### src/rtl/bsram_sync_ctrl.sv
// bsram_sync_ctrl: syncs cartridge backup RAM with an SD save image, one sector per ack handshake
// Optional feature macro: BSRAM_AUTOSAVE_EN (track core writes, autosave when the OSD opens)
// Ports:
//   clk_i, reset_n_i                 system clock, async active-low reset
//   dl_active_i                      ROM download in progress
//   img_mounted_i/size_nz_i/ro_i     save-image mount strobe and its attributes
//   ram_mask_i[23:0]                 backup RAM byte mask; [23:9] is the last sector index
//   load_req_i, save_req_i           OSD load/save requests (levels)
//   osd_status_i, bsram_we_i         OSD open level, core backup-RAM write strobe
//   sd_ack_i                         sector transfer acknowledge
//   sd_rd_o, sd_wr_o, sd_lba_o[31:0] sector request and sector number
//   enable_o, loading_o, busy_o      backup RAM usable, load in progress, transfer active
//   done_o, dirty_o                  completion pulse, RAM modified since last sync
module bsram_sync_ctrl (
  input  logic        clk_i,
  input  logic        reset_n_i,
  input  logic        dl_active_i,
  input  logic        img_mounted_i,
  input  logic        img_size_nz_i,
  input  logic        img_ro_i,
  input  logic [23:0] ram_mask_i,
  input  logic        load_req_i,
  input  logic        save_req_i,
  input  logic        osd_status_i,
  input  logic        bsram_we_i,
  input  logic        sd_ack_i,
  output logic        sd_rd_o,
  output logic        sd_wr_o,
  output logic [31:0] sd_lba_o,
  output logic        enable_o,
  output logic        loading_o,
  output logic        busy_o,
  output logic        done_o,
  output logic        dirty_o
);
  typedef enum logic [1:0] {IDLE, REQ, XFER} state_e;
  state_e state_q, state_d;
  logic [14:0] lba_q, lba_d;
  logic rd_q, rd_d, wr_q, wr_d, ena_q, ena_d, loading_q, loading_d;
  logic done_q, done_d, dirty_q, dirty_d;
  logic dl_q, ack_q, load_q, save_q;
  logic dl_rise, dl_fall, ack_rise, ack_fall, load_go, save_go, autosave_go, dirty_set;
  assign dl_rise  = dl_active_i & ~dl_q;
  assign dl_fall  = ~dl_active_i & dl_q;
  assign ack_rise = sd_ack_i & ~ack_q;
  assign ack_fall = ~sd_ack_i & ack_q;
  assign load_go  = load_req_i & ~load_q & ena_q;
  assign save_go  = save_req_i & ~save_q & ena_q;
`ifdef BSRAM_AUTOSAVE_EN
  logic osd_q;
  always_ff @(posedge clk_i or negedge reset_n_i) begin
    if (!reset_n_i) osd_q <= 1'b0;
    else osd_q <= osd_status_i;
  end
  assign autosave_go = osd_status_i & ~osd_q & ena_q & dirty_q;
  // writes made by a load are restoring the image, not modifying it
  assign dirty_set   = bsram_we_i & ~loading_q;
`else
  logic unused_inputs;
  assign unused_inputs = osd_status_i ^ bsram_we_i;
  assign autosave_go   = 1'b0;
  assign dirty_set     = 1'b0;
`endif
  always_comb begin
    state_d   = state_q;
    lba_d     = lba_q;
    rd_d      = rd_q;
    wr_d      = wr_q;
    loading_d = loading_q;
    done_d    = 1'b0;
    dirty_d   = dirty_q | dirty_set;
    ena_d     = dl_rise ? 1'b0 :
                (dl_active_i & img_mounted_i & img_size_nz_i & ~img_ro_i) ? |ram_mask_i : ena_q;
    if (state_q != IDLE && dl_rise) begin
      // a new download invalidates the RAM contents: drop the transfer silently
      state_d   = IDLE;
      rd_d      = 1'b0;
      wr_d      = 1'b0;
      loading_d = 1'b0;
    end else if (state_q == IDLE) begin
      if ((dl_fall & ena_q) | load_go) begin
        state_d   = REQ;
        lba_d     = '0;
        rd_d      = 1'b1;
        loading_d = 1'b1;
      end else if (save_go | autosave_go) begin
        state_d   = REQ;
        lba_d     = '0;
        wr_d      = 1'b1;
        loading_d = 1'b0;
      end
    end else if (state_q == REQ) begin
      if (ack_rise) begin
        state_d = XFER;
        rd_d    = 1'b0;
        wr_d    = 1'b0;
      end
    end else if (ack_fall) begin
      if (lba_q >= ram_mask_i[23:9]) begin
        state_d   = IDLE;
        loading_d = 1'b0;
        done_d    = 1'b1;
        dirty_d   = 1'b0;
      end else begin
        state_d = REQ;
        lba_d   = lba_q + 15'd1;
        rd_d    = loading_q;
        wr_d    = ~loading_q;
      end
    end
  end
  always_ff @(posedge clk_i or negedge reset_n_i) begin
    if (!reset_n_i) begin
      state_q   <= IDLE;
      lba_q     <= '0;
      rd_q      <= 1'b0;
      wr_q      <= 1'b0;
      ena_q     <= 1'b0;
      loading_q <= 1'b0;
      done_q    <= 1'b0;
      dirty_q   <= 1'b0;
      dl_q      <= 1'b0;
      ack_q     <= 1'b0;
      load_q    <= 1'b0;
      save_q    <= 1'b0;
    end else begin
      state_q   <= state_d;
      lba_q     <= lba_d;
      rd_q      <= rd_d;
      wr_q      <= wr_d;
      ena_q     <= ena_d;
      loading_q <= loading_d;
      done_q    <= done_d;
      dirty_q   <= dirty_d;
      dl_q      <= dl_active_i;
      ack_q     <= sd_ack_i;
      load_q    <= load_req_i;
      save_q    <= save_req_i;
    end
  end
  assign sd_rd_o   = rd_q;
  assign sd_wr_o   = wr_q;
  assign sd_lba_o  = {17'd0, lba_q};
  assign enable_o  = ena_q;
  assign loading_o = loading_q;
  assign busy_o    = state_q != IDLE;
  assign done_o    = done_q;
  assign dirty_o   = dirty_q;
endmodule

### config.mk
export PLATFORM = sky130hd
export DESIGN_NAME = bsram_sync_ctrl
export DESIGN_NICKNAME = d
export VERILOG_FILES = /design/src/rtl/bsram_sync_ctrl.sv
export SDC_FILE = /design/constraint.sdc
export NUM_CORES = 1
export LEC_CHECK = 0
export BUFFER_PORTS_ARGS = -buffer_cell sky130_fd_sc_hd__buf_2
export CAP_MARGIN = 20
export CORE_ASPECT_RATIO = 0.7
export CORE_MARGIN = 5
export CORE_UTILIZATION = 50
export DETAILED_ROUTE_END_ITERATION = 10
export PLACE_DENSITY = 0.79
export SKIP_CTS_REPAIR_TIMING = 1
export SYNTH_ARGS = -nofsm -noshare
export SYNTH_HDL_FRONTEND = slang
export SYNTH_SLANG_ARGS = --single-unit
### constraint.sdc
create_clock -name clk_i -period 5.3 [get_ports clk_i]
set_input_delay 0.265 -clock clk_i [delete_from_list [all_inputs] [get_ports clk_i]]
set_output_delay 0.265 -clock clk_i [all_outputs]
set_load 0.1 [all_outputs]
Word-level counts from Yosys, hierarchy flattened
Index checks and enable logic that the tools add are counted.

Register bits: 26. Bits in latches: 0. RAM bits: 0. Memory bits (read-only): 0. Input bits: 35. Memories kept: 0.

$add $sub $neg: 1. Multipliers: 0. Div/mod/pow operators: 0. $lt $le $gt $ge: 1. Equality and inequality tests: 11. Shift operators: 0. Multiplexer cells: 42. Bitwise gates (word level): 22. Reductions and logical operators: 14.

Operator list (number): $mux 15 (6); $mux 1 (29); $reduce_or 24->1 (1); $add 15x1->15 const B (1); $ge 15x15->1 (1); $mux 2 (7); $and 1x1->1 (12); $reduce_and 5->1 (2); $ne 3x3->1 const B (3); $not 1->1 (9); $ne 4x4->1 const B (2); $reduce_and 4->1 (2); $ne 3x2->1 const B (2); $reduce_bool 2->1 (3); $reduce_bool 3->1 (2); $ne 2x2->1 const B (2); $ne 4x3->1 const B (1); $reduce_bool 4->1 (1); $reduce_and 3->1 (1); $eq 2x1->1 const B (1); $logic_not 2->1 (1); $logic_and 1x1->1 (1); $or 1x1->1 (1).

Logic depth before layout (Yosys ltp)
Word-level depth: 7. Depth in mapped cells: 9. Mapped depth without buffers: 8.

Worst setup path before layout
OpenSTA, ideal clock, no wires.

Kind: reg2reg. From: register lba_q[8]. To: register lba_q[6]. Arrival: 2.758 ns. Data required time: 5.134 ns. Path slack: 2.377 ns. Cell stages (with the launch flop): 9. Cells stage by stage: dfrtp_1 -> ha_1 -> a21o_1 -> a221o_1 -> a21oi_2 -> o21ai_1 -> buf_2 -> o311ai_0 -> o41ai_1.

Longest elaborated chain between the ends: 3.

Ends and longest elaborated chain: start: declaration (line 38) `logic [14:0] lba_q, lba_d;`; start signal: assignment (line 128) `lba_q <= lba_d;`; $ge 15x15->1 (line 99) `if (lba_q >= ram_mask_i[23:9]) begin`; $ne 2x2->1 (no source line); $reduce_and 5->1 (no source line).

No other way between the ends. A chain may end at the register's enable or synchronous reset.

Worst setup path after layout
From: register lba_q[8]. To: register lba_q[11].

Longest elaborated chain between the ends: 5.

Ends and longest elaborated chain: $add 15x1->15 (line 106) `lba_d = lba_q + 15'd1;`; $mux 15 (line 99); $mux 15 (line 98) `end else if (ack_fall) begin`; $mux 15 (line 92) `end else if (state_q == REQ) begin`; $mux 15 (line 80) `end else if (state_q == IDLE) begin`.

Several ways; a longest one is shown, not always the timed one. The select of a mux whose other input is x is not followed.

==> flow_summary.json <==
{
  "hold_viol_final": 4,
  "violations": "negative hold slack",
  "ios": 74,
  "cts_tree": "built",
  "dieArea_um2": 5280,
  "max_freq_ghz": 0.373,
  "numPortBuffers": 53,
  "cp-start-kind": "register",
  "place_hpwl_um": 3720,
  "syn_inst": 217,
  "cts.sinks": 26,
  "wl_um": 4670,
  "worstPathRequired_ps": 5500,
  "htreeDepth": 1,
  "regToRegEndpoint": "lba_q[11]",
  "synth_edf_count": 0,
  "arrival_ps": 2880,
  "nNetsFinal": 321,
  "grt_use_total_pct": 18.7,
  "root_buffer": "clkbuf_8",
  "antenna_found_initial": 0,
  "final_cell_mix": "buf_2 (53), dfrtp_1 (26), nand2_1 (20), inv_1 (18), conb_1 (18)",
  "reg2reg_from": "lba_q[8]",
  "gp_congestion": 0.843,
  "vias": 1776,
  "relSlewSlack_pct": 37.5,
  "syn_area_per_cell_um2": 9.00,
  "die_y_um": 62.3,
  "fin_setup_tns_ps": 0,
  "worst_hold_slack_ps": -4.38,
  "rsz0062_at_grt": "false",
  "grt_max_degree": 27,
  "path_clk_slew_ps": 80,
  "utilization_pct": 58.1,
  "start_util_pct": 50.7,
  "async_flop_share_pct": 100,
  "grt_pass1_wl_um": 8260,
  "period_share_pct": 50.5,
  "drv_slew": 0,
  "end_kind": "register",
  "drive_gt1_share_pct": 23.5,
  "crit_type": "reg2reg",
  "peakVddDrop_uv": 288,
  "rows": 19,
  "synthFlopType": "dfrtp_1",
  "wl_per_cell_um": 14.6,
  "core_um2": 3850,
  "ff2ff_setup_slack_ps": 2620,
  "setup_ws_ps": 2620,
  "fp.dieW_um": 84.7,
  "run_status": "finished, violations left",
  "diodes": 0,
  "cap_viol_max_count": 0,
  "ys_ff_latch": 26,
  "holdCritPathClass": "in2async",
  "synthToLayoutAreaGrowth_pct": 14.5,
  "globalRouteOverflowTotal": 0,
  "power_density_nw_per_um2": 301,
  "clock_skew_ps": 2.03,
  "first_pass_iters": 4,
  "via_per_inst": 5.55,
  "synth_warnings": 0,
  "worstRegToRegCells": 7,
  "fin_crit_ps": 2680,
  "cts_made_buffers": 3,
  "drtAntennaViolNets": 0,
  "clk_path_buf_depth": 2,
  "ys_seq_area_share_pct": 33.3,
  "layout_commonest_cell": "buf_2",
  "pre_cts_slack_ps": 2670,
  "worst_pin_slew_ps": 932,
  "worstPathMaxFanout": 14,
  "worstSkewPairLatency_ps": 270,
  "netlist_area_um2": 1950,
  "ys_types": 51,
  "grt_pass1_vias": 1810,
  "total_power_mw": 0.674,
  "drc": 0,
  "p_leak_nw": 1.22,
  "setup_viol": 0,
  "drt_iter0_drc": 75
}
-- synth_stat cells, types with 6 or more instances --
master | count | area share (%)
nor4_1 | 10 | 3.2
a21oi_1 | 10 | 2.6
mux2i_1 | 7 | 3.6
buf_4 | 18 | 6.9
nand3_1 | 8 | 2.1
nand2_1 | 20 | 3.8
nor2_1 | 9 | 1.7
nand2b_1 | 7 | 2.2
o21ai_0 | 6 | 1.5
inv_1 | 18 | 3.5
dfrtp_1 | 26 | 33
ha_1 | 16 | 10
-- state kept, by name (all words and copies together), names as in the netlist --
| signal | cells |
|---|---|
| sd_wr_o | 1 |
| loading_o | 1 |
| sd_rd_o | 1 |
| enable_o | 1 |
| done_o | 1 |
| ack_q | 1 |
| dl_q | 1 |
| save_q | 1 |
| lba_q | 15 |
| state_q | 2 |
| load_q | 1 |
-- how the worst max path moves through the flow --
stage | slack, ps | startpoint | cells after the start | to
after global routing | 2420 | lba_q[4] | 6 | sd_wr_o
after floorplan | 2380 | lba_q[8] | 8 | lba_q[6]
after CTS | 2640 | lba_q[8] | 7 | lba_q[11]
after global placement | 2700 | lba_q[8] | 7 | lba_q[11]
final | 2620 | lba_q[8] | 7 | lba_q[11]
after detailed placement | 2670 | lba_q[8] | 7 | lba_q[11]
-- per-layer routing --
metal,GRT usage [%],part of all wire (%),up-vias,wire [um]
li1,-,-,870,-
met1,27.2,50,840,2350
met2,28.8,42,64,1980
met3,4.36,7.0,2,329
met4,2.77,0.26,0,12
met5,0,0,-,0
-- cell type report --
class	instances	area (um^2)
well taps	52	65.1
inverters	18	67.6
multi-input cells	168	1150
flip-flops and latches	26	651
fillers	371	1620
repair buffers	53	265
clock buffers	3	41.3
-- worst max-delay path, stage by stage (launching register included) --
cell and delay [ps]:
dfrtp_1 490, ha_1 340, a21o_1 170, a221o_1 320, a21oi_2 190, o21ai_1 340, or4_1 610, a21boi_1 150
-- stage by stage --
step           std cells  instance area, um^2  hold WS [ps]
6_report             320                 2240         -4.38
5_1_grt              320                 2240          48.9
4_1_cts              320                 2240          12.5
3_5_place_dp         317                 2190           310
3_3_place_gp         317                 2190           304
2_1_floorplan        234                 2020         -30.6
-- kinds of logic (layout without fill, tap and decap cells) --
kind of cell / count (synthesis) / in the layout / share of synthesized area (%)
muxes: 7 / 7 / 3.59
other: 1 / 18 / 0.192
and+or+nand+nor: 80 / 80 / 24.3
AOI/OAI and AO/OA: 47 / 47 / 17.0
DFF: 26 / 26 / 33.3
adders and majority gates: 16 / 16 / 10.2
buffers and inverters: 40 / 74 / 11.3
-- power breakdown --
part           internal (mW)  switching (mW)
clock                 0.0509          0.0594
sequential             0.219          0.0241
combinational         0.0609           0.260
total                  0.331           0.343
(Power assumes the default switching activity.)
